[src/rtl/uart_fifo_bridge.sv]
// Byte bridge between the CPU UART handshake ports and a valid/ready byte stream,
// with independent RX/TX FIFOs. Define UART_FIFO_BRIDGE_LOOPBACK_EN to route TX into RX internally.
module uart_fifo_bridge #(
    parameter int DATA_WIDTH = 8,
    parameter int DEPTH      = 16,
    localparam int CW        = $clog2(DEPTH) + 1
) (
    input  logic                  clk,
    input  logic                  reset,
    input  logic                  uartReadReq,
    output logic                  uartReadAck,
    output logic [DATA_WIDTH-1:0] uartReadData,
    input  logic                  uartWriteReq,
    input  logic [DATA_WIDTH-1:0] uartWriteData,
    output logic                  uartWriteReady,
    input  logic                  hostRxValid,
    input  logic [DATA_WIDTH-1:0] hostRxData,
    output logic                  hostRxReady,
    output logic                  hostTxValid,
    output logic [DATA_WIDTH-1:0] hostTxData,
    input  logic                  hostTxReady,
    output logic [CW-1:0]         rxCount,
    output logic [CW-1:0]         txCount
);
    localparam int AW = $clog2(DEPTH);

    typedef enum logic {IDLE, ACK} rd_state_e;

    logic [DATA_WIDTH-1:0] rx_mem_q [DEPTH];
    logic [DATA_WIDTH-1:0] tx_mem_q [DEPTH];
    logic [AW-1:0]         rx_wp_q, rx_rp_q, tx_wp_q, tx_rp_q;
    logic [CW-1:0]         rx_cnt_q, rx_cnt_d, tx_cnt_q, tx_cnt_d;
    rd_state_e             state_q, state_d;
    logic                  ack_q, ack_d;
    logic [DATA_WIDTH-1:0] rdata_q, rdata_d;

    logic rx_full, rx_empty, tx_full, tx_empty;
    logic rx_push, rx_pop, tx_push, tx_pop;
    logic [DATA_WIDTH-1:0] rx_wdata;

    assign rx_full  = (rx_cnt_q == CW'(DEPTH));
    assign rx_empty = (rx_cnt_q == '0);
    assign tx_full  = (tx_cnt_q == CW'(DEPTH));
    assign tx_empty = (tx_cnt_q == '0);

    assign tx_push        = uartWriteReq && !tx_full;
    assign uartWriteReady = !tx_full;
    assign hostTxData     = tx_mem_q[tx_rp_q];

`ifdef UART_FIFO_BRIDGE_LOOPBACK_EN
    logic lb_move;
    logic unused_host;
    assign lb_move     = !tx_empty && !rx_full;
    assign rx_push     = lb_move;
    assign rx_wdata    = tx_mem_q[tx_rp_q];
    assign tx_pop      = lb_move;
    assign hostTxValid = 1'b0;
    assign hostRxReady = 1'b0;
    assign unused_host = ^{hostRxValid, hostRxData, hostTxReady};
`else
    assign rx_push     = hostRxValid && !rx_full;
    assign rx_wdata    = hostRxData;
    assign tx_pop      = hostTxReady && !tx_empty;
    assign hostTxValid = !tx_empty;
    assign hostRxReady = !rx_full;
`endif

    // One pop per request pulse: ACK holds until the CPU drops its request.
    always_comb begin
        state_d = state_q;
        ack_d   = ack_q;
        rdata_d = rdata_q;
        rx_pop  = 1'b0;
        case (state_q)
            IDLE: begin
                ack_d = 1'b0;
                if (uartReadReq && !rx_empty) begin
                    rx_pop  = 1'b1;
                    rdata_d = rx_mem_q[rx_rp_q];
                    ack_d   = 1'b1;
                    state_d = ACK;
                end
            end
            ACK: begin
                if (!uartReadReq) begin
                    ack_d   = 1'b0;
                    state_d = IDLE;
                end
            end
            default: state_d = IDLE;
        endcase
    end

    always_comb begin
        rx_cnt_d = rx_cnt_q;
        tx_cnt_d = tx_cnt_q;
        case ({rx_push, rx_pop})
            2'b10:   rx_cnt_d = rx_cnt_q + CW'(1);
            2'b01:   rx_cnt_d = rx_cnt_q - CW'(1);
            default: rx_cnt_d = rx_cnt_q;
        endcase
        case ({tx_push, tx_pop})
            2'b10:   tx_cnt_d = tx_cnt_q + CW'(1);
            2'b01:   tx_cnt_d = tx_cnt_q - CW'(1);
            default: tx_cnt_d = tx_cnt_q;
        endcase
    end

    always_ff @(posedge clk) begin
        if (!reset) begin
            rx_wp_q  <= '0;
            rx_rp_q  <= '0;
            tx_wp_q  <= '0;
            tx_rp_q  <= '0;
            rx_cnt_q <= '0;
            tx_cnt_q <= '0;
            state_q  <= IDLE;
            ack_q    <= 1'b0;
            rdata_q  <= '0;
        end else begin
            if (rx_push) rx_wp_q <= rx_wp_q + AW'(1);
            if (rx_pop)  rx_rp_q <= rx_rp_q + AW'(1);
            if (tx_push) tx_wp_q <= tx_wp_q + AW'(1);
            if (tx_pop)  tx_rp_q <= tx_rp_q + AW'(1);
            rx_cnt_q <= rx_cnt_d;
            tx_cnt_q <= tx_cnt_d;
            state_q  <= state_d;
            ack_q    <= ack_d;
            rdata_q  <= rdata_d;
        end
    end

    // Storage is deliberately left uninitialised by reset.
    always_ff @(posedge clk) begin
        if (reset && rx_push) rx_mem_q[rx_wp_q] <= rx_wdata;
        if (reset && tx_push) tx_mem_q[tx_wp_q] <= uartWriteData;
    end

    assign uartReadAck  = ack_q;
    assign uartReadData = rdata_q;
    assign rxCount      = rx_cnt_q;
    assign txCount      = tx_cnt_q;
endmodule

[config.mk]
export PLATFORM = sky130hd
export DESIGN_NAME = uart_fifo_bridge
export DESIGN_NICKNAME = d
export VERILOG_FILES = /design/src/rtl/uart_fifo_bridge.sv
export SDC_FILE = /design/constraint.sdc
export NUM_CORES = 1
export LEC_CHECK = 0
export BUFFER_PORTS_ARGS = -buffer_cell sky130_fd_sc_hd__buf_2
export CAP_MARGIN = 5
export CORE_ASPECT_RATIO = 1.1
export CORE_MARGIN = 10
export CORE_UTILIZATION = 61
export DETAILED_ROUTE_END_ITERATION = 8
export PLACE_DENSITY = 0.79
export SYNTH_ARGS = -nofsm -noshare
export SYNTH_HDL_FRONTEND = slang
export SYNTH_SLANG_ARGS = --single-unit
[constraint.sdc]
create_clock -name clk -period 3.99 [get_ports clk]
set_clock_uncertainty 0.1 [all_clocks]
set_input_delay 0.5985 -clock clk [delete_from_list [all_inputs] [get_ports clk]]
set_output_delay 0.5985 -clock clk [all_outputs]
set_load 0.02 [all_outputs]
== Yosys cells after proc, flatten, opt, wreduce, memory -nomap -nowiden ==
Memories as Yosys holds them, arrays and structs flattened. A register that Yosys moved wholly into a read port is not among the register bits.
Cells that the tools add are included.
Widths: inputs -> output; s select.
Cells by class
  add/subtract/negate cells: 8
  equal/unequal tests: 7
  multiplexer cells: 14
  bitwise operators: 1
  reductions and logical operators: 16
Operators with widths (count)
  $pmux 5 s2: 2
  $add 4x1->4 const B: 4
  $add 5x1->5 const B: 2
  $eq 5x5->1 const B: 2
  $logic_not 5->1: 2
  $sub 5x1->5 const B: 2
  $mux 1: 8
  $mux 4: 2
  $logic_and 1x1->1: 6
  $logic_not 1->1: 5
  $eq 2x1->1 const B: 2
  $eq 2x2->1 const B: 2
  $pmux 1 s2: 2
  $reduce_bool 2->1: 2
  $ne 2x2->1 const B: 1
  $reduce_and 2->1: 1
  $not 1->1: 1
Storage, ports and cells
  bits in registers: 28
  bits in writable memories: 256
  input bits: 22
  memories kept: 2
Memories
  rx_mem_q: depth 16, bits a word 8, rd ports 1, clocked after Yosys merged registers in 1, wr ports 1, RTL line 29  | logic [DATA_WIDTH-1:0] rx_mem_q [DEPTH];
  tx_mem_q: depth 16, bits a word 8, rd ports 1, clocked after Yosys merged registers in 1, wr ports 1, RTL line 30  | logic [DATA_WIDTH-1:0] tx_mem_q [DEPTH];

== Depth between registers and ports, before layout ==
  depth after elaboration: 7
  mapped depth: 12
  depth with buffers taken out: 11

== Worst setup path before layout ==
OpenSTA, ideal clock, no wires.
  path kind: reg2reg
  start point: register rx_cnt_q[0] (netlist: rxCount[0])
  end point: register rx_cnt_q[4] (netlist: rxCount[4])
  setup time: 0.118 ns
  arrival: 2.749 ns
  data required time: 3.772 ns
  path slack: 1.023 ns
  stages on the path, launching flop included: 12
  buffers on the path: 2
  period minus slack after synthesis: 2.967 ns
  cells stage by stage: dfxtp_1 > nor4_2 > a21oi_1 > buf_2 > buf_2 > ha_1 > ha_1 > nor2b_1 > o21ai_0 > a21oi_1 > or3b_1 > mux2i_1
On the way
  word-level cells in the longest chain between the ends: 7
RTL lines
  start: declaration: RTL line 32  | logic [CW-1:0] rx_cnt_q, rx_cnt_d, tx_cnt_q, tx_cnt_d;
  start signal: assignment: RTL line 125  | rx_cnt_q <= rx_cnt_d;
  $logic_not 5->1: RTL line 42  | assign rx_empty = (rx_cnt_q == '0);
  $logic_not 1->1: RTL line 77  | if (uartReadReq && !rx_empty) begin
  $logic_and 1x1->1: RTL line 77
  $mux 1: RTL line 77
  $mux 1: RTL line 74  | case (state_q)
  $eq 2x1->1 or $eq 2x2->1 (tied branches): RTL line 97  | case ({rx_push, rx_pop})
  $pmux 5 s2 or $reduce_bool 2->1 (tied branches)
Several ways; a longest one is shown, not always the timed one.
A chain may end at the register's enable or synchronous reset.

==> qor.yml <==
route:
  wirelength_um: 23310
  remaining_drc_errors: 0
  wire_per_inst_um: 23.31
  viasPerCell: 6.189
  ant_nets: 0
  first_iter_violations: 594
  num_vias: 6189
  drtPass1Iterations: 5
setup_path:
  cpPeakStageDelay_ns: 0.63
  required_ns: 3.29
  start_kind: "flip-flop"
  reg2reg_depth: 11
  r2r_slack_ns: 0.93
  critPathCaptureType: "output port"
  crit_path_end: "hostTxData[4]"
  cp_max_fo: 32
  cp_cell_sequence: "buf_12, mux4_1, mux4_2, buf_2"
  critPathKind: "flip-flop to output port"
  rr_endpoint: "txCount[4]"
  arrival_ns: 2.44
  r2r-start: "txCount[0]"
  slowest_stage: "mux4_1"
yosys:
  synthTopCellsByArea: "edfxtp_1 (65%), dfxtp_1 (6.7%), mux4_1 (5.3%), mux4_2 (5.1%), mux2i_1 (3.9%)"
  yosysTopAreaCellShare_pct: 64.68
  netlist_instances: 673
  ys_seq_area_share_pct: 71.42
  synthArstFlopShare_pct: 0
  synth_area_um2: 11890
  synth-warning-count: 0
  ys.flop_type: "edfxtp_1"
  synth_edf_count: 256
  postSynthAreaPerCell_um2: 17.66
  synth_nets: 715
  ys_ff_latch: 296
  yosys.area.top_type: "edfxtp_1"
  netlist-cell-type-count: 38
pwr:
  power_frac_seq_pct: 46.3
  ir_worst_vdd_v: 0.0004558
  clkPwrFrac_pct: 34.0
  intPower_mw: 5.742
  p_comb_share_pct: 19.7
  swShare_pct: 26.95
  power_density_nw_per_um2: 590.2
  p_leak_nw: 4.387
  switching_power_mw: 2.118
final_layout:
  syn2layout_area_growth_pct: 12.05
  stdcell_area_um2: 13320
  utilization_pct: 69.49
  diodes: 0
  fin_nets: 774
  drive_gt1_share_pct: 18.86
job:
  cap_violations: 0
global_route:
  grt_pass1_vias: 6396
  grt_max_degree: 56
  grt_util_all_layers_pct: 17.87
  grt_first_pass_wirelength_um: 36200
  antenna_found_initial: 0
  globalRouteOverflowTotal: 0
sta:
  fin_ws_ns: 0.8561
  tightestPinTransition_ns: 0.8655
  min_period_ns: 3.134
  fin_crit_sh_pct: 78.54
  setup_tns_ns: 0
  grt_setup_unrepaired: "no"
  hold_viol_final: 0
  finalMaxSlewViolations: 0
  setup_viol: 0
  whs_ns: 0.2327
  relSlewSlack_pct: 42.09
  fmax_mhz: 319.1
floorplanning:
  io-pin-count: 52
  core_um2: 19160
  rows: 53
  die_area_um2: 25470
  die_h_um: 166.4
  die_w_um: 153.1
  start_util_pct: 62.02
clock_network:
  cts_tree: "built"
  cts-hold-fix-buffers: 0
  cts_resized: 0
  post_cts_buffers: 0
  cts.sinks: 296
  clk_path_buf_depth: 3
  clk_pin_slew_ns: 0.06
  htreeDepth: 1
  insertion_delay_ns: 0.53
  cts_root_buf: "clkbuf_16"
  cts_made_buffers: 28
placed_design:
  placed_cell_area_um2: 12370
  gp_congestion: 0.9028
  hpwlAfterDp_um: 15000
  place_ws_ns: 0.9603
  portBuffers: 51
min_path:
  hold_class: "primary input to flip-flop"
outcome:
  status: "finished clean"
[power by group through the flow]
| stage | logic (mW) | clock network (mW) | registers (mW) |
|---|---|---|---|
| final | 1.55 | 2.68 | 3.64 |
| after global routing | 1.67 | 2.83 | 3.65 |
| after CTS | 1.56 | 2.71 | 3.63 |
| after detailed placement | 1.54 | 0 | 3.70 |
| after global placement | 1.47 | 0 | 3.68 |
| after floorplan | 1.01 | 0 | 3.77 |
[layer usage]
layer	part of all wire, %	GRT usage (%)
met4	3.5	7.427
met5	0	0
met1	37	21.12
met2	54	31.86
met3	5.0	2.538
[registers in the layout, indices dropped and copies added (netlist names), named ones only]
signal	count
rxCount	5
rx_mem_q	128
rx_rp_q	4
rx_wp_q	4
state_q	1
txCount	5
tx_mem_q	128
tx_rp_q	4
tx_wp_q	4
uartReadAck	1
uartReadData	8
[per-stage QoR]
| stage | power, mW | cells |
|---|---|---|
| 2_1_floorplan | 4.775 | 673 |
| 3_3_place_gp | 5.147 | 949 |
| 3_5_place_dp | 5.240 | 949 |
| 4_1_cts | 7.904 | 1000 |
| 5_1_grt | 8.153 | 1000 |
| 6_report | 7.860 | 1000 |
[cell usage after synthesis, types with 7 or more instances]
cell        n
a21oi_1    10
and2_1     20
buf_2       9
clkbuf_1   12
dfxtp_1    40
edfxtp_1  256
ha_1       18
inv_1      17
mux2i_1    46
mux4_1     24
mux4_2     27
nand2_1    34
nand3_1     8
nor2_1     31
nor2b_1     8
nor3_1     12
o21ai_0    19
o22ai_1    21
xnor2_1    11
xor2_1      7
[cells in the final DEF, fill, tap and decap left out, types with 3 or more instances in the layout]
cell	instances
buf_4	8
clkinv_1	3
clkinv_2	7
mux4_2	27
nand4_1	4
nor2_1	31
nor2b_1	8
inv_1	17
nand3_1	8
nand2b_1	3
nand2_1	34
ha_1	18
xnor2_1	11
bufinv_16	3
o21ai_0	19
mux2i_1	46
nor3_1	12
xor2_1	7
a21oi_1	10
and2_1	20
a31oi_1	6
mux4_1	24
o22ai_1	21
edfxtp_1	256
buf_2	51
clkbuf_16	30
dfxtp_1	38
nand3b_1	4
[cell type report]
class | instances | area, um^2
fillers | 1161 | 5847
multi-input cells | 328 | 3148
repair buffers | 61 | 355.3
flip-flops and latches | 296 | 8491
well taps | 247 | 309.0
clock buffers | 35 | 790.8
clock inverters | 16 | 160.2
inverters | 17 | 63.81
[how the worst min path moves through the flow]
stage                            from  depth (start not counted)           to
after detailed placement  uartReadAck                          1  uartReadAck
after CTS                 uartReadReq                          3      state_q
after global placement    uartReadAck                          1  uartReadAck
after floorplan               state_q                          2      state_q
final                     uartReadReq                          3      state_q
after global routing      uartReadReq                          3      state_q
[worst max-delay path: cells and delay by family, from the launching register on]
kind                   cells  cell delay [ns]
muxes                      2             1.11
buffers and inverters      2             0.42
DFF                        1             0.34
[cell families (layout without fill, tap and decap cells)]
group,count (synthesis),in the layout,synth area share [%]
muxes,97,97,14.30
DFF,296,296,71.42
and+or+nand+nor,131,131,5.548
xor gates and xnor gates,18,18,1.326
buffers and inverters,49,129,2.095
AOI/OAI and AO/OA,62,62,3.085
adders and majority gates,20,20,2.232
Power figures use the tool's default switching activity.
